File: src/rtl/serial_arith_defs.vh
// Shared FSM state encodings for the serial arithmetic blocks (subtractor, future adder).
`ifndef SERIAL_ARITH_DEFS_VH
`define SERIAL_ARITH_DEFS_VH

localparam logic [1:0] SER_ST_IDLE = 2'd0;
localparam logic [1:0] SER_ST_RUN  = 2'd1;
localparam logic [1:0] SER_ST_DONE = 2'd2;

`endif

File: src/rtl/serial_subtractor_pkg.sv
// Types and helpers shared by the serial subtractor and its per-bit cell.
package serial_subtractor_pkg;

  `include "serial_arith_defs.vh"

  typedef enum logic [1:0] {
    StIdle = SER_ST_IDLE,
    StRun  = SER_ST_RUN,
    StDone = SER_ST_DONE
  } state_e;

  // One extra bit so the counter can never wrap within an operation.
  function automatic int unsigned cnt_width(input int unsigned width);
    return $clog2(width) + 1;
  endfunction

endpackage

File: src/rtl/full_subtractor.sv
// Single-bit full subtractor: d = x - y - bin, with borrow-out.
module full_subtractor (
  input  logic x,
  input  logic y,
  input  logic bin,
  output logic d,
  output logic bout
);

  // Pure combinational per-bit difference and borrow.
  always_comb begin
    d    = x ^ y ^ bin;
    bout = (~x & y) | (~(x ^ y) & bin);
  end

endmodule

File: src/rtl/serial_subtractor.sv
// Bit-serial subtractor: computes a - b - bin one bit per cycle, LSB first.
module serial_subtractor
  import serial_subtractor_pkg::*;
#(
  parameter int unsigned WIDTH = 8
) (
  input  logic             clk,
  input  logic             rst_n,
  input  logic             start,
  input  logic [WIDTH-1:0] a,
  input  logic [WIDTH-1:0] b,
  input  logic             bin,
  output logic             busy,
  output logic             done,
  output logic [WIDTH-1:0] diff,
  output logic             bout
);

  localparam int unsigned CntW = cnt_width(WIDTH);
  localparam logic [CntW-1:0] LastBit = CntW'(WIDTH - 1);

  state_e           state_q, state_d;
  logic [CntW-1:0]  cnt_q, cnt_d;
  logic [WIDTH-1:0] a_q, a_d;
  logic [WIDTH-1:0] b_q, b_d;
  logic             br_q, br_d;
  logic [WIDTH-1:0] diff_q, diff_d;
  logic             bout_q, bout_d;

  logic             fs_d;
  logic             fs_bout;

  // Operands shift right so the current bit is always at position 0.
  full_subtractor u_full_subtractor (
    .x    (a_q[0]),
    .y    (b_q[0]),
    .bin  (br_q),
    .d    (fs_d),
    .bout (fs_bout)
  );

  // Next-state: capture on accept, one bit per RUN cycle, single DONE cycle.
  always_comb begin
    state_d = state_q;
    cnt_d   = cnt_q;
    a_d     = a_q;
    b_d     = b_q;
    br_d    = br_q;
    diff_d  = diff_q;
    bout_d  = bout_q;
    unique case (state_q)
      StIdle: begin
        if (start) begin
          a_d     = a;
          b_d     = b;
          br_d    = bin;
          cnt_d   = '0;
          state_d = StRun;
        end
      end
      StRun: begin
        a_d    = a_q >> 1;
        b_d    = b_q >> 1;
        br_d   = fs_bout;
        // Result bits enter at the MSB; after WIDTH shifts bit 0 lands at diff[0].
        diff_d = {fs_d, diff_q[WIDTH-1:1]};
        cnt_d  = cnt_q + CntW'(1);
        if (cnt_q == LastBit) begin
          bout_d  = fs_bout;
          state_d = StDone;
        end
      end
      StDone: begin
        state_d = StIdle;
      end
      default: begin
        state_d = StIdle;
      end
    endcase
  end

  // State and datapath registers with asynchronous active-low reset.
  always_ff @(posedge clk or negedge rst_n) begin
    if (!rst_n) begin
      state_q <= StIdle;
      cnt_q   <= '0;
      a_q     <= '0;
      b_q     <= '0;
      br_q    <= 1'b0;
      diff_q  <= '0;
      bout_q  <= 1'b0;
    end else begin
      state_q <= state_d;
      cnt_q   <= cnt_d;
      a_q     <= a_d;
      b_q     <= b_d;
      br_q    <= br_d;
      diff_q  <= diff_d;
      bout_q  <= bout_d;
    end
  end

  // Status decoded straight from the state register.
  always_comb begin
    busy = (state_q == StRun);
    done = (state_q == StDone);
    diff = diff_q;
    bout = bout_q;
  end

endmodule

File: config.mk
export PLATFORM = sky130hd
export DESIGN_NAME = serial_subtractor
export DESIGN_NICKNAME = d
export VERILOG_FILES = /design/src/rtl/serial_subtractor_pkg.sv /design/src/rtl/full_subtractor.sv /design/src/rtl/serial_subtractor.sv
export VERILOG_INCLUDE_DIRS = /design/src /design/src/rtl
export SDC_FILE = /design/constraint.sdc
export NUM_CORES = 1
export LEC_CHECK = 0
export ABC_AREA = 1
export BUFFER_PORTS_ARGS = -buffer_cell sky130_fd_sc_hd__buf_2
export CORE_UTILIZATION = 55
export CTS_CLUSTER_DIAMETER = 120
export CTS_CLUSTER_SIZE = 8
export DETAILED_ROUTE_END_ITERATION = 8
export MAX_ROUTING_LAYER = met4
export PLACE_DENSITY_LB_ADDON = 0.2
export RECOVER_POWER = 100
export SLEW_MARGIN = 0
export SYNTH_ARGS = -nofsm -noshare
export SYNTH_HDL_FRONTEND = slang
export SYNTH_HIERARCHICAL = 1
export SYNTH_SLANG_ARGS = --single-unit
File: constraint.sdc
create_clock -name clk -period 2.3 [get_ports clk]
set_input_delay 0.23 -clock clk [delete_from_list [all_inputs] [get_ports clk]]
set_output_delay 0.23 -clock clk [all_outputs]
set_load 0.1 [all_outputs]
==> results of run 1 <==
[through the flow]
stage	instances	instance area, sq um
2_1_floorplan	160	1548
3_3_place_gp	212	1653
3_5_place_dp	212	1653
4_1_cts	221	1739
5_1_grt	221	1714
6_report	221	1714
[area by class of cell]
type / instances / area, sq um / area share [%]
clock buffers: 6 / 41.29 / 2.409
clock inverters: 2 / 35.03 / 2.044
inverters: 9 / 41.29 / 2.409
multi-input cells: 111 / 609.3 / 35.55
flip-flops and latches: 32 / 800.8 / 46.72
well taps: 30 / 37.54 / 2.190
repair buffers: 31 / 148.9 / 8.686
[worst register-to-register path, delay by kind of cell, from the launching register on]
| kind | cells | cell delay (ns) |
|---|---|---|
| buffers and inverters | 1 | 0.12 |
| AND/OR/NAND/NOR | 4 | 1.23 |
| flip-flops | 1 | 0.38 |
[flip-flops by register name, indices dropped and copies added (netlist names)]
name     count
a_q          8
b_q          8
bout         1
br_q         1
cnt_q        4
diff         8
state_q      2
[cells by family after synthesis]
logic type / share of synthesized area (%)
compound gates: 4.204
simple gates: 33.39
fa+ha+maj: 2.102
buf+inv: 8.003
xor+xnor: 0.5660
flops: 51.74
[synth_stat cells, types with 2 or more instances]
library cell  instances  share of area (%)
nand2_2              11                4.4
nand3_1              28                9.1
o21ai_0               6                1.9
buf_4                 2               0.97
nor2_1                2               0.49
buf_6                 2                1.5
inv_1                 7                1.7
o21ai_2               4                2.3
nand2_1              43                 10
nand3_2              11                7.1
buf_2                 2               0.65
dfrtp_1              32                 52
[worst min-delay path by stage]
stage / start / cells past startpoint / end
final: a[7] / 3 / a_q[7]
after global routing: b[7] / 3 / b_q[7]
after CTS: a[7] / 3 / a_q[7]
after detailed placement: rst_n / 1 / bout
after global placement: rst_n / 1 / cnt_q[2]
after floorplan: rst_n / 0 / a_q[0]
[per-layer routing]
metal  vias to the layer above  part of all wire [%]  global-route usage (%)
met5                         -                     0                       -
met2                        35                    48                   34.14
li1                        581                     -                       -
met3                         7                   5.0                   5.738
met1                       578                    45                   26.28
met4                         0                   2.4                   12.50
[power groups by stage]
stage          logic (W)  clock network [W]  registers (W)
2_1_floorplan   0.000811                  0        0.00147
3_3_place_gp     0.00142                  0       0.000959
3_5_place_dp     0.00145                  0       0.000971
4_1_cts          0.00146           0.000433       0.000959
5_1_grt          0.00151           0.000454       0.000988
6_report         0.00139           0.000423       0.000960
==> impl_metrics.json, run 1 <==
{
  "status": "finished clean",
  "hold_class": "input pin to register",
  "p_seq_share_pct": 34.6,
  "worstPathArrival_ns": 1.83,
  "crit_required_ns": 2.07,
  "hold_viol": 0,
  "start_util_pct": 60.28,
  "post-route-worst-setup-slack_ns": 0.2362,
  "r2r_start": "state_q[1]",
  "grt_max_degree": 35,
  "cts_buffers": 5,
  "io_pins": 31,
  "cp-end-kind": "primary output",
  "reg2reg_slack_ns": 0.50,
  "r2r_end": "b_q[1]",
  "h-tree-depth": 2,
  "antenna_cells": 0,
  "fin_crit_ns": 2.064,
  "cp_num_buf_inv": 3,
  "tns_ns": 0,
  "maxCapViolCount": 0,
  "ys.flop_type": "dfrtp_1",
  "rsz0062_at_grt": "false",
  "layout_commonest_cell": "nand2_1",
  "slowest_stage": "clkbuf_2",
  "ir_worst_vdd_mv": 2.077,
  "worst_slew_pin_slew_ns": 1.165,
  "p_sw_share_pct": 52.36,
  "dp_hpwl_mm": 1.774,
  "syn_to_final_growth_pct": 10.75,
  "antenna_found_initial": 0,
  "worst-setup-path-type": "register to primary output",
  "yosysUniqueCellTypes": 22,
  "synth_edf_count": 0,
  "clock_tree.root_cell": "clkbuf_4",
  "wl_mm": 2.729,
  "fillers": 225,
  "die_area_sq_um": 3030,
  "numClockSinks": 32,
  "fin_crit_sh_pct": 89.73,
  "finalMaxSlewViolations": 0,
  "port_buffers": 30,
  "fp.dieW_microns": 55.05,
  "finish.utilization_pct": 66.76,
  "async_flop_share_pct": 100.0,
  "netSwitchingPower_w": 0.001454,
  "wl_per_cell_microns": 12.35,
  "gp_congestion": 0.7457,
  "nets": 212,
  "cts_resized": 0,
  "synth_seq_cells": 32,
  "syn_avg_cell_area_sq_um": 9.673,
  "holdBufCountCts": 1,
  "synth_area_sq_um": 1548,
  "clock.fmax_mhz": 484.5,
  "clock_path_buffers": 2,
  "grt_pass1_vias": 1027,
  "powerDensity_nw_per_um2": 1620,
  "coreArea_sq_um": 2567,
  "dr_total_vias": 1201,
  "critical_path.startpoint_type": "register",
  "synthCells": 160,
  "ant_nets": 0,
  "drive_gt1_share_pct": 27.75,
  "p_comb_share_pct": 50.2,
  "die_h_microns": 55.05,
  "crit_path_max_incr_delay_ns": 0.49,
  "setup_violations": 0,
  "first_pass_iters": 4,
  "p_clk_share_pct": 15.2,
  "cts.clk_slew.worst_paths_ns": 0.10,
  "drc": 0,
  "relSlewSlack_pct": 22.66,
  "grtUsageTotal_pct": 22.14,
  "clk-insertion-delay-late_ns": 0.33,
  "synth.net_count": 182,
  "grt_pass1_wl_mm": 4.436,
  "critPathMaxFanout": 34,
  "path_cells": "inv_1 > nand2_4 > inv_8 > clkbuf_2",
  "rows": 18,
  "cp-startpoint": "state_q[1]",
  "p_total_w": 0.002777,
  "dp_slack_ns": 0.6348,
  "layout_common_cells": "44 x nand2_1, 32 x dfrtp_1, 28 x nand3_1",
  "p_int_w": 0.001323,
  "worstRegToRegCells": 5,
  "viasPerCell": 5.434,
  "hold_slack_ns": 0.08363,
  "drt_iter0_drc": 24,
  "cts_tree": "built",
  "ys_seq_area_share_pct": 51.74,
  "path_depth": 4,
  "overflow": 0,
  "leakagePower_nw": 0.8885,
  "endpoint": "busy",
  "path_delay_family": "buffers and inverters",
  "yosysWarnings": 6,
  "post_cts_buffers": 0,
  "fin_skew_ns": 0.001800
}
Note: power is estimated with default switching activity, not from simulation.
==> run 2, diff against run 1 <==
--- a/config.mk
+++ b/config.mk
@@ -8,6 +8,7 @@
 export LEC_CHECK = 0
 export ABC_AREA = 1
 export BUFFER_PORTS_ARGS = -buffer_cell sky130_fd_sc_hd__buf_2
+export CORE_ASPECT_RATIO = 0.75
 export CORE_UTILIZATION = 55
 export CTS_CLUSTER_DIAMETER = 120
 export CTS_CLUSTER_SIZE = 8
@@ -18,5 +19,4 @@
 export SLEW_MARGIN = 0
 export SYNTH_ARGS = -nofsm -noshare
 export SYNTH_HDL_FRONTEND = slang
-export SYNTH_HIERARCHICAL = 1
 export SYNTH_SLANG_ARGS = --single-unit
==> run 2 against run 1 <==
Via count down 5.8%. Wire length down 1.1%. Highest routed layer unchanged. Power down 6.8%. Register-to-register slack worse by 0.16 ns.
==> impl_metrics.json, run 2 <==
{
  "status": "finished clean",
  "clk-insertion-delay-late_ns": 0.33,
  "nets": 211,
  "first_pass_iters": 4,
  "worst_slew_pin_slew_ns": 1.167,
  "drt_iter0_drc": 52,
  "overflow": 0,
  "wl_per_cell_microns": 12.04,
  "viasPerCell": 5.049,
  "antenna_cells": 0,
  "fp.dieW_microns": 60.70,
  "layout_common_cells": "50 x nand2_1, 39 x nand3_1, 32 x dfrtp_1",
  "dp_hpwl_mm": 1.740,
  "fin_skew_ns": 0.007280,
  "cp-end-kind": "primary output",
  "ys.flop_type": "dfrtp_1",
  "leakagePower_nw": 0.8037,
  "rsz0062_at_grt": "false",
  "crit_required_ns": 2.07,
  "grt_max_degree": 35,
  "ys_seq_area_share_pct": 56.34,
  "maxCapViolCount": 0,
  "synth_area_sq_um": 1421,
  "synth_seq_cells": 32,
  "synth.net_count": 181,
  "fin_area_sq_um": 1608,
  "syn_avg_cell_area_sq_um": 8.939,
  "port_buffers": 30,
  "critical_path.startpoint_type": "register",
  "h-tree-depth": 2,
  "synth_edf_count": 0,
  "die_area_sq_um": 2794,
  "worst-setup-path-type": "register to primary output",
  "layout_commonest_cell": "nand2_1",
  "clock_tree.root_cell": "clkbuf_4",
  "clock_path_buffers": 2,
  "grt_pass1_vias": 1027,
  "dr_total_vias": 1131,
  "async_flop_share_pct": 100.0,
  "antenna_found_initial": 0,
  "synthTopCellsByArea": "dfrtp_1 56%, nand3_1 14%, nand2_1 13%",
  "cts.clk_slew.worst_paths_ns": 0.10,
  "powerDensity_nw_per_um2": 1610,
  "io_pins": 31,
  "grt_pass1_wl_mm": 4.505,
  "fin_crit_ns": 2.032,
  "ir_worst_vdd_mv": 1.610,
  "synthTopCellsByCount": "49 x nand2_1, 39 x nand3_1, 32 x dfrtp_1, 8 x inv_1, 7 x o21ai_0",
  "hold_class": "input pin to register",
  "wl_mm": 2.698,
  "ant_nets": 0,
  "worstPathArrival_ns": 1.80,
  "cts_tree": "built",
  "synth_top_cell_by_area": "dfrtp_1",
  "drc": 0,
  "numClockSinks": 32,
  "relSlewSlack_pct": 22.52,
  "drive_gt1_share_pct": 15.26,
  "grtUsageTotal_pct": 23.39,
  "rows": 15,
  "yosysWarnings": 0,
  "fin_crit_sh_pct": 88.35,
  "syn_to_final_growth_pct": 13.12,
  "tns_ns": 0,
  "critPathMaxFanout": 34,
  "synth_top_area_share_pct": 56.34,
  "hold_viol": 0,
  "cts_buffers": 5,
  "finalMaxSlewViolations": 0,
  "reg2reg_slack_ns": 0.34,
  "placed_area_sq_um": 1559,
  "synthCells": 159,
  "start_util_pct": 60.11,
  "gp_congestion": 0.7144,
  "setup_violations": 0,
  "clock.fmax_mhz": 492.1,
  "yosysUniqueCellTypes": 19,
  "yosysMostFrequentCell": "nand2_1",
  "coreArea_sq_um": 2365,
  "die_h_microns": 46.03
}
-- run 2: cell types whose count changed in the layout (fill, tap and decap cells not counted), moves of 2 or more --
cell / delta
clkbuf_1: +2
nand3_2: -11
o21ai_1: +2
nand2_2: -10
nand3_1: +11
nand2_1: +6
-- run 2: critical path: stages, from the launching register on --
cell      delay [ns]
dfrtp_1         0.37
inv_1           0.12
nand2_4         0.23
inv_6           0.25
clkbuf_2        0.49
-- run 2: power by group --
group | internal [W] | switching, W
logic | 0.000256 | 0.00105
clock network | 0.000151 | 0.000184
registers | 0.000795 | 0.000154
-- run 2: final timing paths --
kind / startpoint / end / depth (start not counted)
hold reg to reg: b_q[5] / b_q[4] / 2
hold / removal: b[7] / b_q[7] / 3
setup / recovery: state_q[1] / busy / 4
min in group asynchronous: rst_n / state_q[1] / 2
setup reg to reg: state_q[1] / a_q[6] / 5
max in group asynchronous: rst_n / diff[5] / 2
-- run 2: timing repair --
action	in CTS	in global routing
endpoints found under the hold margin	32	0
setup buffers	0	0
hold buffers	1	0
resized for setup	0	0
-- run 2: cell type report --
class / count / area (sq um)
Clock buffer: 8 / 58.81
Fill cell: 226 / 757.0
Inverter: 10 / 42.54
Multi-Input combinational cell: 109 / 515.5
Sequential cell: 32 / 800.8
Tap cell: 34 / 42.54
Timing Repair Buffer: 31 / 147.6
-- run 2: stage by stage --
step	setup WS (ns)	cells	total power [W]	utilization (%)	hold slack [ns]
3_3_place_gp	0.6744	215	0.002261	65.93	0.3077
4_1_cts	0.2837	224	0.002637	68.84	0.09790
3_5_place_dp	0.6528	215	0.002300	65.93	0.3157
5_1_grt	0.1558	224	0.002770	67.99	0.09934
6_report	0.2680	224	0.002588	67.99	0.09735
2_1_floorplan	0.3476	159	0.002097	-	-0.06559
-- run 2: logic make-up (layout without fill, tap and decap cells) --
group	Yosys count	in the layout	share of synthesized area, %
and+or+nand+nor	94	94	29.67
DFF	32	32	56.34
buffers and inverters	18	49	6.866
AOI/OAI and AO/OA	12	12	4.225
adders and majority gates	2	2	2.289
xor gates and xnor gates	1	1	0.6163
-- run 2: layer usage --
layer / GRT usage [%] / vias to the layer above / share of wire [%]
met2: 33.41 / 31 / 43
met1: 32.47 / 518 / 50
li1: - / 577 / -
met3: 5.114 / 5 / 5.3
met5: - / - / 0
met4: 9.545 / 0 / 1.4
